===== src/rtl/ir_scan_pkg.sv =====
// Shared types and constants for the IR line-sensor scan sequencer.
// Optional build macro IR_SCAN_SAT_EN selects saturation of the published
// error; the saturation limits live here.
package ir_scan_pkg;

  typedef enum logic [2:0] {
    IDLE,
    SETTLE,
    CNV_R,
    WAIT_R,
    CNV_L,
    WAIT_L,
    ACCUM,
    DONE
  } state_t;

  localparam int NUM_PAIRS = 3;

  // Pair index, visited in this order
  localparam logic [1:0] PAIR_IN  = 2'd0;
  localparam logic [1:0] PAIR_MID = 2'd1;
  localparam logic [1:0] PAIR_OUT = 2'd2;

  // A2D channel for the right and left sensor of each pair
  localparam logic [2:0] CH_R_IN  = 3'd1;
  localparam logic [2:0] CH_L_IN  = 3'd0;
  localparam logic [2:0] CH_R_MID = 3'd4;
  localparam logic [2:0] CH_L_MID = 3'd2;
  localparam logic [2:0] CH_R_OUT = 3'd3;
  localparam logic [2:0] CH_L_OUT = 3'd7;

  // Outer pairs see the line later, so they are weighted more heavily
  localparam logic signed [15:0] W_IN  = 16'sd1;
  localparam logic signed [15:0] W_MID = 16'sd2;
  localparam logic signed [15:0] W_OUT = 16'sd4;

  // Signed 12-bit range used when saturation is built in
  localparam logic signed [15:0] SAT_MAX = 16'sd2047;
  localparam logic signed [15:0] SAT_MIN = -16'sd2048;

  function automatic logic [2:0] chan_r(input logic [1:0] pair);
    case (pair)
      PAIR_IN:  chan_r = CH_R_IN;
      PAIR_MID: chan_r = CH_R_MID;
      default:  chan_r = CH_R_OUT;
    endcase
  endfunction

  function automatic logic [2:0] chan_l(input logic [1:0] pair);
    case (pair)
      PAIR_IN:  chan_l = CH_L_IN;
      PAIR_MID: chan_l = CH_L_MID;
      default:  chan_l = CH_L_OUT;
    endcase
  endfunction

  function automatic logic signed [15:0] pair_weight(input logic [1:0] pair);
    case (pair)
      PAIR_IN:  pair_weight = W_IN;
      PAIR_MID: pair_weight = W_MID;
      default:  pair_weight = W_OUT;
    endcase
  endfunction

endpackage


===== src/rtl/ir_settle_tmr.sv =====
// Emitter settle timer: loadable down-counter. A load pulse arms it so that
// expire is high on the SETTLE_CYCLES-th cycle after the load edge.
module ir_settle_tmr #(
  parameter int unsigned SETTLE_CYCLES = 4096
) (
  input  logic clk,
  input  logic rst,
  input  logic load,
  output logic expire
);

  localparam logic [15:0] LOAD_VAL = 16'(SETTLE_CYCLES - 1);

  logic [15:0] cnt_reg;

  // Count down to zero after a load and park there
  always_ff @(posedge clk or posedge rst) begin
    if (rst) begin
      cnt_reg <= '0;
    end else if (load) begin
      cnt_reg <= LOAD_VAL;
    end else if (cnt_reg != '0) begin
      cnt_reg <= cnt_reg - 16'd1;
    end
  end

  assign expire = (cnt_reg == '0);

endmodule


===== src/rtl/ir_scan_seq.sv =====
// IR line-sensor scan sequencer: for each of three emitter pairs, settle the
// emitter, convert right then left sensor, and accumulate the weighted
// difference into a signed line error. Build with IR_SCAN_SAT_EN defined to
// clamp the published error to the signed 12-bit range.
module ir_scan_seq
  import ir_scan_pkg::*;
#(
  parameter int unsigned SETTLE_CYCLES = 4096
) (
  input  logic        clk,
  input  logic        rst,
  input  logic        go,
  output logic        IR_in_en,
  output logic        IR_mid_en,
  output logic        IR_out_en,
  output logic [2:0]  chnnl,
  output logic        strt_cnv,
  input  logic        cnv_cmplt,
  input  logic [11:0] res,
  output logic        busy,
  output logic [15:0] error,
  output logic        done
);

  state_t             state_reg, state_next;
  logic [1:0]         pair_reg, pair_next;
  logic [11:0]        r_reg, l_reg;
  logic signed [15:0] acc_reg;
  logic signed [15:0] error_reg;
  logic               done_reg;
  logic               settle_load;
  logic               settle_expire;
  logic               emit_on;
  logic [NUM_PAIRS-1:0] ir_en;

  logic signed [12:0] diff;
  logic signed [15:0] diff_ext;
  logic signed [15:0] weighted;
  logic signed [15:0] err_pub;

  ir_settle_tmr #(
    .SETTLE_CYCLES(SETTLE_CYCLES)
  ) u_settle_tmr (
    .clk   (clk),
    .rst   (rst),
    .load  (settle_load),
    .expire(settle_expire)
  );

  // Both readings are unsigned, so zero-extend before subtracting
  assign diff     = $signed({1'b0, l_reg}) - $signed({1'b0, r_reg});
  assign diff_ext = {{3{diff[12]}}, diff};
  assign weighted = diff_ext * pair_weight(pair_reg);

`ifdef IR_SCAN_SAT_EN
  assign err_pub = (acc_reg > SAT_MAX) ? SAT_MAX :
                   (acc_reg < SAT_MIN) ? SAT_MIN : acc_reg;
`else
  assign err_pub = acc_reg;
`endif

  // State and pair-index register
  always_ff @(posedge clk or posedge rst) begin
    if (rst) begin
      state_reg <= IDLE;
      pair_reg  <= PAIR_IN;
    end else begin
      state_reg <= state_next;
      pair_reg  <= pair_next;
    end
  end

  // Next-state decode plus Moore outputs for emitter, channel and start
  always_comb begin
    state_next  = state_reg;
    pair_next   = pair_reg;
    settle_load = 1'b0;
    emit_on     = 1'b0;
    strt_cnv    = 1'b0;
    chnnl       = 3'd0;
    case (state_reg)
      IDLE: begin
        if (go) begin
          state_next  = SETTLE;
          pair_next   = PAIR_IN;
          settle_load = 1'b1;
        end
      end
      SETTLE: begin
        emit_on = 1'b1;
        if (settle_expire) state_next = CNV_R;
      end
      CNV_R: begin
        emit_on    = 1'b1;
        strt_cnv   = 1'b1;
        chnnl      = chan_r(pair_reg);
        state_next = WAIT_R;
      end
      WAIT_R: begin
        emit_on = 1'b1;
        chnnl   = chan_r(pair_reg);
        if (cnv_cmplt) state_next = CNV_L;
      end
      CNV_L: begin
        emit_on    = 1'b1;
        strt_cnv   = 1'b1;
        chnnl      = chan_l(pair_reg);
        state_next = WAIT_L;
      end
      WAIT_L: begin
        emit_on = 1'b1;
        chnnl   = chan_l(pair_reg);
        if (cnv_cmplt) state_next = ACCUM;
      end
      ACCUM: begin
        if (pair_reg == PAIR_OUT) begin
          state_next = DONE;
        end else begin
          state_next  = SETTLE;
          pair_next   = pair_reg + 2'd1;
          settle_load = 1'b1;
        end
      end
      DONE: begin
        state_next = IDLE;
      end
      default: begin
        state_next = IDLE;
      end
    endcase
  end

  // Capture A2D results and run the weighted accumulator
  always_ff @(posedge clk or posedge rst) begin
    if (rst) begin
      r_reg   <= '0;
      l_reg   <= '0;
      acc_reg <= '0;
    end else begin
      if (state_reg == IDLE && go)            acc_reg <= '0;
      if (state_reg == WAIT_R && cnv_cmplt)   r_reg   <= res;
      if (state_reg == WAIT_L && cnv_cmplt)   l_reg   <= res;
      if (state_reg == ACCUM)                 acc_reg <= acc_reg + weighted;
    end
  end

  // Publish the finished error together with a one-cycle done pulse
  always_ff @(posedge clk or posedge rst) begin
    if (rst) begin
      error_reg <= '0;
      done_reg  <= 1'b0;
    end else begin
      done_reg <= (state_reg == DONE);
      if (state_reg == DONE) error_reg <= err_pub;
    end
  end

  // Only the pair currently being scanned gets its emitter
  for (genvar gi = 0; gi < NUM_PAIRS; gi++) begin : g_emit
    assign ir_en[gi] = emit_on && (pair_reg == 2'(gi));
  end

  assign IR_in_en  = ir_en[0];
  assign IR_mid_en = ir_en[1];
  assign IR_out_en = ir_en[2];
  assign busy      = (state_reg != IDLE);
  assign error     = error_reg;
  assign done      = done_reg;

endmodule


===== config.mk =====
export PLATFORM = sky130hd
export DESIGN_NAME = ir_scan_seq
export DESIGN_NICKNAME = d
export VERILOG_FILES = /design/src/rtl/ir_scan_pkg.sv /design/src/rtl/ir_settle_tmr.sv /design/src/rtl/ir_scan_seq.sv
export SDC_FILE = /design/constraint.sdc
export NUM_CORES = 1
export LEC_CHECK = 0
export CORE_UTILIZATION = 60
export DETAILED_ROUTE_END_ITERATION = 6
export GPL_ROUTABILITY_DRIVEN = 0
export PLACE_DENSITY_LB_ADDON = 0.05
export REMOVE_ABC_BUFFERS = 1
export SLEW_MARGIN = 10
export SYNTH_ARGS = -nofsm -noshare
export SYNTH_HDL_FRONTEND = slang
export SYNTH_SLANG_ARGS = --single-unit

===== constraint.sdc =====
create_clock -name clk -period 5.7 [get_ports clk]
set_input_delay 1.14 -clock clk [delete_from_list [all_inputs] [get_ports clk]]
set_output_delay 1.14 -clock clk [all_outputs]
set_load 0.005 [all_outputs]

==> run_results.csv <==
group,metric,value,unit
finish,final-instance-count-excl-fill,752,
sta,fin_crit_sh,92.2,%
setup_path,worst_ep_arrival_time,5.48,ns
floorplanning,die_outline_width,98.8,um
synthesis,syn_inst,598,
sta,setup_violations,0,
setup_path,crit_type,"register to register",
cts,clk_path_buf_depth,2,
placement,portBuffers,40,
setup_path,crit_fanout,4,
setup_path,timing.critical_path.cells,"inv_1 -> ha_1 -> nor2b_1 -> o21ai_0 -> a21boi_0 -> o21ai_1 -> nor2b_1 -> xnor2_1 -> and2_1 -> ha_1 -> fa_1 -> inv_1 -> fa_1 -> inv_1 -> ha_1 -> or2_2 -> a2111oi_2 -> o211ai_1 -> a21oi_1 -> xor2_1 -> o21ai_0",
global_routing,global_route_wire_length_before_repair,18.7,mm
route,dr_total_vias,4152,
outcome,status,"finished clean",
sta,fin_max_slew_vios,0,
placement,number_of_placed_cells_counting_well_taps,736,
route,ant_nets,0,
sta,worst_pin_slew,1.08,ns
sta,grt_setup_unrepaired,"no",
sta,post-route-worst-setup-slack,0.444,ns
setup_path,critPathMaxStageDelay,0.54,ns
placement,detailed_place_hpwl,8.09,mm
floorplanning,initial_utilization,63.2,%
setup_path,setup.worst_path.end_class,"register",
sta,timing.hold.ws,0.479,ns
cts,cts_root_buf,"sky130_fd_sc_hd__clkbuf_8",
floorplanning,io-pin-count,41,
route,wl_per_cell,14.1,um
global_routing,pin_count_of_the_biggest_net_entering_global_routing,41,
flow_run,max_cap_viol,0,
cts,tritoncts.num_buffers,9,
setup_path,cpMaxStageDelayCell,"sky130_fd_sc_hd__fa_1",
sta,final.setup_skew,0.0100,ns
sta,tns,0,ns
sta,timing_hold_violations_final,0,
synthesis,synth.yosys.seq_area_share,34.7,%
synthesis,total_standard_cell_area_after_synthesis,0.00562,mm^2
route,drtIter0Drc,143,
route,avgViaCountPerCell,5.52,
setup_path,critical_path.startpoint_type,"register",
finish,final_layout_size_suffix_gt1_share,8.54,%
finish,mostFrequentLayoutCell,"sky130_fd_sc_hd__inv_1",
placement,detailedPlace.worstSlack,0.378,ns
cts,post_cts_buffers,0,
synthesis,unique_cell_type_count_in_the_yosys_netlist,51,
setup_path,critical_path_required,5.92,ns
finish,layout.cells.most_common_list,"92 x sky130_fd_sc_hd__inv_1, 78 x sky130_fd_sc_hd__dfrtp_1, 56 x sky130_fd_sc_hd__nand2_1",
sta,final.min_clock_period,5.26,ns
global_routing,gr-usage-all-layers,24.1,%
route,drt_drc_violations_left,0,
cts,htree_levels,3,
global_routing,number_of_global_route_vias_before_repair,4162,
cts,cts_num_sinks,78,
cts,insertion_delay,0.36,ns
synthesis,synthesis.yosys.warnings,0,
global_routing,grt.overflow.total,0,
synthesis,synth_enable_flop_cells,0,
synthesis,syn-mean-instance-area,9.40,um^2
floorplanning,core.rowCount,34,
cts,clkTransAtPathRegs,0.08,ns
synthesis,synth-async-reset-ratio,100,%
worst_hold_path,timing.hold.worst.class,"register to register",
global_routing,antenna_violations_before_repair,0,
floorplanning,fp.dieArea,0.00976,mm^2
finish,design.final.nets,731,
setup_path,crit_family,"adder cells",
floorplanning,core_area,0.00889,mm^2
sta,worst_slew_margin_rel,28.1,%
finish,insertedDiodeCount,0,
route,routed_wl,10.6,mm
setup_path,worstPathBufferInverterCount,3,
cts,cts_tree,"done",
sta,fmax,190,MHz
route,dr.pass1.iters,4,
floorplanning,die_h,98.8,um
synthesis,postSynthRegisterBits,78,
synthesis,synthFlopType,"sky130_fd_sc_hd__dfrtp_1",
finish,synthToLayoutAreaGrowth,12.9,%
## worst paths after layout
check / from / end / slack [ns] / cells past startpoint
max: r_reg[1]$_DFFE_PP0P_ / acc_reg[12]$_DFFE_PP0P_ / 0.44 / 21
min: error[8]$_DFFE_PP0P_ / error[8]$_DFFE_PP0P_ / 0.48 / 2
max reg2reg: r_reg[1]$_DFFE_PP0P_ / acc_reg[12]$_DFFE_PP0P_ / 0.44 / 21
min reg2reg: error[8]$_DFFE_PP0P_ / error[8]$_DFFE_PP0P_ / 0.48 / 2
max in group asynchronous: rst / acc_reg[12]$_DFFE_PP0P_ / 3.41 / 3
min in group asynchronous: rst / u_settle_tmr.cnt_reg[7]$_DFFE_PP0P_ / 1.25 / 2
## tightest hold or removal path, delay by kind of cell (launching register included)
family / cells / cell delay [ns]
DFF: 1 / 0.34
and+or+nand+nor: 1 / 0.04
AOI/OAI and AO/OA: 1 / 0.06
## synth_stat cells, types with 5 or more instances
master	n	share of area (%)
sky130_fd_sc_hd__mux2_2	27	5.4
sky130_fd_sc_hd__nor2b_1	9	1.0
sky130_fd_sc_hd__fa_1	27	9.6
sky130_fd_sc_hd__xor2_1	7	1.1
sky130_fd_sc_hd__nor3_1	14	1.2
sky130_fd_sc_hd__clkbuf_1	11	0.73
sky130_fd_sc_hd__a21oi_1	19	1.7
sky130_fd_sc_hd__and3_1	6	0.67
sky130_fd_sc_hd__nand2b_1	8	0.89
sky130_fd_sc_hd__nand2_1	56	3.7
sky130_fd_sc_hd__nor3b_1	9	1.2
sky130_fd_sc_hd__o21a_1	7	0.93
sky130_fd_sc_hd__nor2_1	34	2.3
sky130_fd_sc_hd__dfrtp_1	78	35
sky130_fd_sc_hd__inv_1	93	6.2
sky130_fd_sc_hd__o211ai_1	6	0.80
sky130_fd_sc_hd__ha_1	49	11
sky130_fd_sc_hd__o21ai_0	43	3.8
sky130_fd_sc_hd__xnor2_1	22	3.4
sky130_fd_sc_hd__a21o_1	5	0.67
sky130_fd_sc_hd__and2_1	14	1.6
## area by class of cell
type,instances,area (um^2)
clock buffer,12,155
clock inverter,4,53.8
fill,676,2540
inverter,94,353
multi-input combinational,413,3280
sequential,78,1950
tap,108,135
timing repair buffer,43,423
## cell families (layout without fill, tap and decap cells)
group                      count (synthesis)  count (layout)  synth area share, %
adders and majority gates                 76              76                 20.5
AOI/OAI and AO/OA                        109             109                 12.2
muxes                                     29              29                 5.76
DFF                                       78              78                 34.7
and+or+nand+nor                          170             170                 15.1
buffers and inverters                    107             153                 7.14
xor gates and xnor gates                  29              29                 4.52
## what timing repair did
action	CTS	global route
resized for setup	0	2
endpoints found under the hold margin	0	0
setup endpoints to repair	0	2
hold buffers	0	0
## metal layers
| layer | global-route usage, % | wire (um) | vias to the layer above |
|---|---|---|---|
| li1 | - | - | 2073 |
| met1 | 31.8 | 5140 | 1981 |
| met2 | 39.5 | 4890 | 78 |
| met3 | 3.62 | 347 | 20 |
| met4 | 10.6 | 249 | 0 |
| met5 | 0 | 0 | - |
## metrics by stage
step,utilization (%),area [um^2]
2_1_floorplan,-,5570
3_3_place_gp,69.0,6130
3_5_place_dp,69.0,6130
4_1_cts,71.3,6340
5_1_grt,71.4,6350
6_report,71.4,6350
Power is left out: the tool's default activity adds up to more than one toggle a clock period on the data nets, which glitch-free logic cannot reach.
